File: config.mk
export PLATFORM = sky130hd
export DESIGN_NAME = sprite_line_renderer
export DESIGN_NICKNAME = d
export VERILOG_FILES = /design/src/rtl/sprite_line_renderer.sv
export SDC_FILE = /design/constraint.sdc
export NUM_CORES = 1
export LEC_CHECK = 0
export ABC_AREA = 0
export BUFFER_PORTS_ARGS = -buffer_cell sky130_fd_sc_hd__buf_2
export CAP_MARGIN = 20
export CORE_UTILIZATION = 31
export DETAILED_ROUTE_END_ITERATION = 10
export PLACE_DENSITY = 0.5
export SYNTH_ARGS = -nofsm -noshare
export SYNTH_HDL_FRONTEND = slang
export SYNTH_SLANG_ARGS = --single-unit
File: constraint.sdc
create_clock -name clk -period 6.7 [get_ports clk]
set_input_delay 0.335 -clock clk [delete_from_list [all_inputs] [get_ports clk]]
set_output_delay 0.335 -clock clk [all_outputs]
set_load 0.02 [all_outputs]
File: src/rtl/sprite_line_renderer.sv
// Sprite line renderer: scans object RAM during the last physical line of each
// logical line, rasterises hits into a back line buffer, and shows the front buffer.
module sprite_line_renderer #(
    parameter int MAX_SPRITES  = 2,
    parameter int BITMAP_BYTES = 55,
    parameter int LINE_PIXELS  = 160,
    parameter int V_LAST       = 524
) (
    input  logic                               clk,
    input  logic                               rst_n,
    input  logic [9:0]                         pix_x,
    input  logic [9:0]                         pix_y,
    input  logic                               visible,
    input  logic                               line_start,
    output logic [$clog2(4*MAX_SPRITES)-1:0]   obj_rd_addr,
    input  logic [7:0]                         obj_rd_data,
    output logic [5:0]                         bmp_rd_addr,
    input  logic [7:0]                         bmp_rd_data,
    output logic                               pixel_on,
    output logic                               busy,
    output logic                               overrun
);

    localparam int OBJ_AW = $clog2(4*MAX_SPRITES);
    localparam int IDX_W  = (MAX_SPRITES > 1) ? $clog2(MAX_SPRITES) : 1;

    typedef enum logic [2:0] {
        IDLE     = 3'd0,
        CLEAR    = 3'd1,
        OBJ_RD   = 3'd2,
        CHECK    = 3'd3,
        PIX_ADDR = 3'd4,
        PIX_DATA = 3'd5,
        NEXT     = 3'd6
    } state_t;

    state_t                   state_q, state_d;
    logic [LINE_PIXELS-1:0]   buf0_q, buf0_d, buf1_q, buf1_d;
    logic [LINE_PIXELS-1:0]   back_s, back_d, front_s;
    logic                     sel_q, sel_d;
    logic [7:0]               t_q, t_d;
    logic [IDX_W-1:0]         idx_q, idx_d;
    logic [2:0]               cnt_q, cnt_d;
    logic [7:0]               x_q, x_d, y_q, y_d, off_q, off_d, size_q, size_d;
    logic [3:0]               sx_q, sx_d;
    logic [7:0]               bitoff_q, bitoff_d;
    logic [8:0]               baddr_q, baddr_d;
    logic [OBJ_AW-1:0]        obj_addr_q, obj_addr_d;
    logic [5:0]               bmp_addr_q, bmp_addr_d;
    logic                     pixel_q, pixel_d;
    logic                     busy_q, busy_d;
    logic                     overrun_q, overrun_d;

    logic                     start_s, swap_s;
    logic [7:0]               t_next_s, row_s, bitoff_next_s;
    logic [8:0]               baddr_next_s, px_s;
    logic [4:0]               width_s, height_s;
    logic                     hit_s;
    logic [7:0]               pix_idx_s;
    logic                     unused_pix_s;

    assign unused_pix_s = ^pix_x[1:0];

    // Line-boundary decode and sprite geometry shared by the FSM.
    always_comb begin
        start_s       = line_start && ((pix_y[1:0] == 2'b11) || (pix_y == 10'(V_LAST)));
        swap_s        = line_start && (pix_y[1:0] == 2'b00);
        t_next_s      = (pix_y == 10'(V_LAST)) ? 8'd0 : (pix_y[9:2] + 8'd1);
        width_s       = {1'b0, size_q[7:4]} + 5'd1;
        height_s      = {1'b0, size_q[3:0]} + 5'd1;
        hit_s         = (t_q >= y_q) && ({1'b0, t_q} < ({1'b0, y_q} + {4'd0, height_s}));
        row_s         = t_q - y_q;
        px_s          = {1'b0, x_q} + {5'd0, sx_q};
        front_s       = sel_q ? buf1_q : buf0_q;
        back_s        = sel_q ? buf0_q : buf1_q;
        pix_idx_s     = pix_x[9:2];
    end

    // Render FSM next state, buffer updates and registered-output next values.
    always_comb begin
        state_d   = state_q;
        sel_d     = sel_q;
        t_d       = t_q;
        idx_d     = idx_q;
        cnt_d     = cnt_q;
        x_d       = x_q;
        y_d       = y_q;
        off_d     = off_q;
        size_d    = size_q;
        sx_d      = sx_q;
        back_d    = back_s;
        overrun_d = 1'b0;

        case (state_q)
            IDLE: begin
                if (start_s) begin
                    state_d = CLEAR;
                    t_d     = t_next_s;
                end else begin
                    state_d = IDLE;
                end
            end
            CLEAR: begin
                back_d  = '0;
                idx_d   = '0;
                cnt_d   = 3'd0;
                state_d = OBJ_RD;
            end
            OBJ_RD: begin
                // Each captured byte is the RAM reply to the address of the previous cycle.
                cnt_d = cnt_q + 3'd1;
                case (cnt_q)
                    3'd1:    x_d    = obj_rd_data;
                    3'd2:    y_d    = obj_rd_data;
                    3'd3:    off_d  = obj_rd_data;
                    3'd4:    size_d = obj_rd_data;
                    default: cnt_d  = cnt_q + 3'd1;
                endcase
                if (cnt_q == 3'd4) begin
                    state_d = CHECK;
                end else begin
                    state_d = OBJ_RD;
                end
            end
            CHECK: begin
                if (hit_s) begin
                    sx_d    = 4'd0;
                    state_d = PIX_ADDR;
                end else begin
                    state_d = NEXT;
                end
            end
            PIX_ADDR: begin
                state_d = PIX_DATA;
            end
            PIX_DATA: begin
                if (bmp_rd_data[bitoff_q[2:0]] && (baddr_q < 9'(BITMAP_BYTES))
                        && (px_s < 9'(LINE_PIXELS))) begin
                    back_d[px_s[7:0]] = 1'b1;
                end else begin
                    back_d = back_s;
                end
                if (({1'b0, sx_q} + 5'd1) < width_s) begin
                    sx_d    = sx_q + 4'd1;
                    state_d = PIX_ADDR;
                end else begin
                    state_d = NEXT;
                end
            end
            NEXT: begin
                if ((int'(idx_q) + 1) < MAX_SPRITES) begin
                    idx_d   = idx_q + 1'b1;
                    cnt_d   = 3'd0;
                    state_d = OBJ_RD;
                end else begin
                    state_d = IDLE;
                end
            end
            default: begin
                state_d = IDLE;
            end
        endcase

        // A swap always happens; if it lands mid-render the render is abandoned unwritten.
        if (swap_s) begin
            sel_d = ~sel_q;
            if (state_q != IDLE) begin
                state_d   = IDLE;
                overrun_d = 1'b1;
                back_d    = back_s;
            end else begin
                overrun_d = 1'b0;
            end
        end else begin
            sel_d = sel_q;
        end

        if (sel_q) begin
            buf0_d = back_d;
            buf1_d = buf1_q;
        end else begin
            buf0_d = buf0_q;
            buf1_d = back_d;
        end

        bitoff_next_s = 8'(row_s * {3'd0, width_s}) + {4'd0, sx_d};
        baddr_next_s  = {1'b0, off_q} + {4'd0, bitoff_next_s[7:3]};

        if (state_d == PIX_ADDR) begin
            bitoff_d   = bitoff_next_s;
            baddr_d    = baddr_next_s;
            bmp_addr_d = baddr_next_s[5:0];
        end else begin
            bitoff_d   = bitoff_q;
            baddr_d    = baddr_q;
            bmp_addr_d = 6'd0;
        end

        if ((state_d == OBJ_RD) && (cnt_d < 3'd4)) begin
            obj_addr_d = OBJ_AW'(int'(idx_d) * 4 + int'(cnt_d));
        end else begin
            obj_addr_d = '0;
        end

        busy_d = (state_d != IDLE);

        if (visible && ({24'd0, pix_idx_s} < LINE_PIXELS)) begin
            pixel_d = front_s[pix_idx_s];
        end else begin
            pixel_d = 1'b0;
        end
    end

    // State, buffers, captured attributes and registered outputs.
    always_ff @(posedge clk or negedge rst_n) begin
        if (!rst_n) begin
            state_q    <= IDLE;
            buf0_q     <= '0;
            buf1_q     <= '0;
            sel_q      <= 1'b0;
            t_q        <= 8'd0;
            idx_q      <= '0;
            cnt_q      <= 3'd0;
            x_q        <= 8'd0;
            y_q        <= 8'd0;
            off_q      <= 8'd0;
            size_q     <= 8'd0;
            sx_q       <= 4'd0;
            bitoff_q   <= 8'd0;
            baddr_q    <= 9'd0;
            obj_addr_q <= '0;
            bmp_addr_q <= 6'd0;
            pixel_q    <= 1'b0;
            busy_q     <= 1'b0;
            overrun_q  <= 1'b0;
        end else begin
            state_q    <= state_d;
            buf0_q     <= buf0_d;
            buf1_q     <= buf1_d;
            sel_q      <= sel_d;
            t_q        <= t_d;
            idx_q      <= idx_d;
            cnt_q      <= cnt_d;
            x_q        <= x_d;
            y_q        <= y_d;
            off_q      <= off_d;
            size_q     <= size_d;
            sx_q       <= sx_d;
            bitoff_q   <= bitoff_d;
            baddr_q    <= baddr_d;
            obj_addr_q <= obj_addr_d;
            bmp_addr_q <= bmp_addr_d;
            pixel_q    <= pixel_d;
            busy_q     <= busy_d;
            overrun_q  <= overrun_d;
        end
    end

    assign obj_rd_addr = obj_addr_q;
    assign bmp_rd_addr = bmp_addr_q;
    assign pixel_on    = pixel_q;
    assign busy        = busy_q;
    assign overrun     = overrun_q;

endmodule

==> impl_metrics.json <==
{
  "start_kind": "register",
  "htree_levels": 2,
  "pin_count": 52,
  "timing.final.crit_period_ns": 6.51,
  "synthTopCellsByArea": "dfrtp_1 (49%), mux4_2 (8.9%), o21ai_0 (7.5%)",
  "die_h_um": 256,
  "reg2reg_depth": 33,
  "synth_top_area_share_pct": 49.4,
  "drt-total-wl_mm": 55.8,
  "crit_arrival_ns": 6.97,
  "crit_top_cell": "a21oi_2",
  "drive_gt1_share_pct": 18.5,
  "gr-total-overflow": 0,
  "crit_path_end_kind": "register",
  "grt_pass1_wl_mm": 88.3,
  "synth-async-reset-ratio_pct": 100,
  "hold_viol_final": 0,
  "grt_max_degree": 180,
  "drc": 0,
  "fin_area_um2": 22800,
  "cts_root_buffer": "clkbuf_16",
  "maxCapViolations": 0,
  "power.density_nw_per_um2": 559,
  "clock_sinks": 396,
  "final-max-slew-violation-count": 0,
  "hp-class": "input pin to register",
  "ys_seq_area_share_pct": 49.4,
  "crit_path_start": "y_q[0]",
  "required_ns": 7.16,
  "placed_area_um2": 21100,
  "drt_iter0_drc": 997,
  "cts_tree": "built",
  "grt_usage_pct": 17.1,
  "slowest_delay_ns": 0.54,
  "chipWidth_um": 256,
  "final_net_count": 2015,
  "port_buffers": 49,
  "num_antenna_cells": 0,
  "num_rows": 92,
  "yosys_warnings": 0,
  "ant_nets": 0,
  "layout_worst_path_cycle_share_pct": 97.2,
  "ys_seq_elements": 396,
  "coreArea_um2": 63500,
  "critPathMaxFanout": 3,
  "gp_congestion": 0.789,
  "critical_path_class": "register to register",
  "p_leak_nw": 9.97,
  "cpMaxStageDelayCell": "fa_1",
  "synth_flop_cell": "dfrtp_1",
  "start_util_pct": 31.6,
  "drtPass1Iterations": 5,
  "avgSynthCellArea_um2": 10.7,
  "relSlewSlack_pct": 27.0,
  "max-vdd-ir-drop_mv": 0.826,
  "timing.fmax_mhz": 154,
  "dp_hpwl_mm": 34.6,
  "hold_path_depth": 3,
  "die-area_um2": 65700,
  "grt_pass1_vias": 14800,
  "clk_latency_ns": 0.60,
  "synth_cells": 1882,
  "yosysTopAreaCell": "dfrtp_1",
  "ys_types": 83,
  "viasPerCell": 5.19,
  "synth_nets": 1995,
  "antenna_found_initial": 1,
  "num-fill-cells": 6425,
  "r2r-start": "y_q[0]",
  "synth_common_cells": "dfrtp_1 (396), nand2_1 (378), o21ai_0 (302), clkbuf_1 (94), mux4_2 (79)",
  "worstMarginPinSlew_ns": 1.09,
  "synth_enable_flop_cells": 0,
  "rsz0062_at_grt": "yes",
  "worstHoldStart": "pix_y[5]",
  "netlist_area_um2": 20000,
  "synth.most_common_cell": "dfrtp_1",
  "skew_ns": 0.0285,
  "vias": 14400,
  "routedWlPerCell_um": 20.1,
  "cts_buffers": 46,
  "status": "finished, final reports clean",
  "setup_viol": 0,
  "clockBufferDepth": 3,
  "clkTransAtPathRegs_ns": 0.06,
  "total_power_mw": 12.7,
  "fin_util_pct": 35.9,
  "syn_to_final_growth_pct": 13.6
}
==> layer usage <==
metal / part of all wire (%) / GRT usage (%)
met1: 46 / 23.5
met4: 2.5 / 5.49
met5: 0.023 / 0
met2: 47 / 27.5
met3: 5.0 / 3.00
==> cells by family (layout without fill, tap and decap cells) <==
logic type,count (synthesis),after routing,share of synthesized area [%]
AND/OR/NAND/NOR,559,559,12.5
adder cells (fa/ha/maj),73,73,5.23
flip-flops,396,396,49.4
multiplexers,156,156,13.0
XOR/XNOR,44,44,2.13
AO/OA/AOI/OAI,457,457,13.1
buffers and inverters,197,244,4.51
==> cell type report <==
type                            instances  area (um2)  share of cell area (%)
Multi-Input combinational cell       1289        9380                    41.1
Tap cell                              846        1060                    4.65
Clock buffer                           64        1320                    5.79
Timing Repair Buffer                  108         757                    3.32
Inverter                               61         229                    1.00
Clock inverter                         11         134                   0.588
Sequential cell                       396        9910                    43.5
==> worst paths after layout <==
| path | to | slack (ns) |
|---|---|---|
| setup / recovery | baddr_q[7] | 0.19 |
| hold / removal | t_q[3] | 0.10 |
| setup reg to reg | baddr_q[7] | 0.19 |
| hold reg to reg | buf0_q[143] | 0.47 |
| max in group asynchronous | sel_q | 4.88 |
| min in group asynchronous | buf0_q[156] | 0.33 |
==> layout by cell type (no fill, tap or decap), types with 10 or more instances in the layout <==
cell type / Yosys / routed
nand2_1: 378 / 376
xor2_1: 16 / 15
mux2_2: 42 / 41
mux2i_1: 34 / 34
nand3_1: 36 / 35
buf_2: 19 / 48
o21ai_1: 37 / 39
a21o_1: 12 / 12
o21ai_2: 10 / 11
nor3_1: 11 / 11
nor2b_1: 17 / 17
mux4_2: 79 / 79
xnor2_1: 24 / 23
nand4_1: 17 / 17
and3_1: 10 / 10
buf_4: 5 / 51
inv_1: 59 / 54
ha_1: 55 / 52
o21ai_0: 302 / 299
fa_1: 18 / 15
dfrtp_1: 396 / 395
a21oi_1: 20 / 14
nor2_1: 41 / 41
clkbuf_8: 0 / 10
clkbuf_16: 0 / 46
==> worst max-delay path, delay by kind of cell (launching register included) <==
kind | cells | cell delay (ns)
AOI/OAI and AO/OA | 11 | 1.96
xor gates and xnor gates | 4 | 0.73
adders and majority gates | 8 | 2.46
buffers and inverters | 5 | 0.27
DFF | 1 | 0.38
muxes | 1 | 0.25
and+or+nand+nor | 4 | 0.33
==> registers in the layout, summed over array words and instances, names as in the netlist <==
register,flops
off_q,8
state_q,3
bitoff_q,3
sel_q,1
x_q,8
t_q,8
cnt_q,3
pixel_on,1
y_q,8
obj_rd_addr,3
sx_q,4
baddr_q,9
idx_q,1
overrun,1
busy,1
size_q,8
bmp_rd_addr,6
buf1_q,160
buf0_q,160
==> power by group <==
group | leakage [nW] | switching, mW | internal (mW)
registers | 5.42 | 0.269 | 2.62
logic | 3.84 | 3.84 | 3.57
clock network | 0.713 | 1.03 | 1.41
==> metrics by stage <==
stage | setup slack (ns) | instances | TNS [ns] | hold slack [ns]
after global placement | -0.285 | 2691 | -0.789 | 0.402
after floorplan | 0.000266 | 1882 | 0 | 0.0394
after CTS | 0.000542 | 2773 | 0 | 0.0696
final | 0.188 | 2775 | 0 | 0.101
after global routing | -0.137 | 2775 | -0.349 | 0.0940
after detailed placement | -0.405 | 2693 | -1.51 | 0.415
==> repair_timing <==
item / CTS / global route
endpoints found under the hold margin: 94 / 0
hold buffers: 3 / 0
setup endpoints to repair: 7 / 9
buffers inserted: 2 / 1
pin swaps: 15 / 17
gates resized for setup: 9 / 21
(Power assumes the default switching activity.)
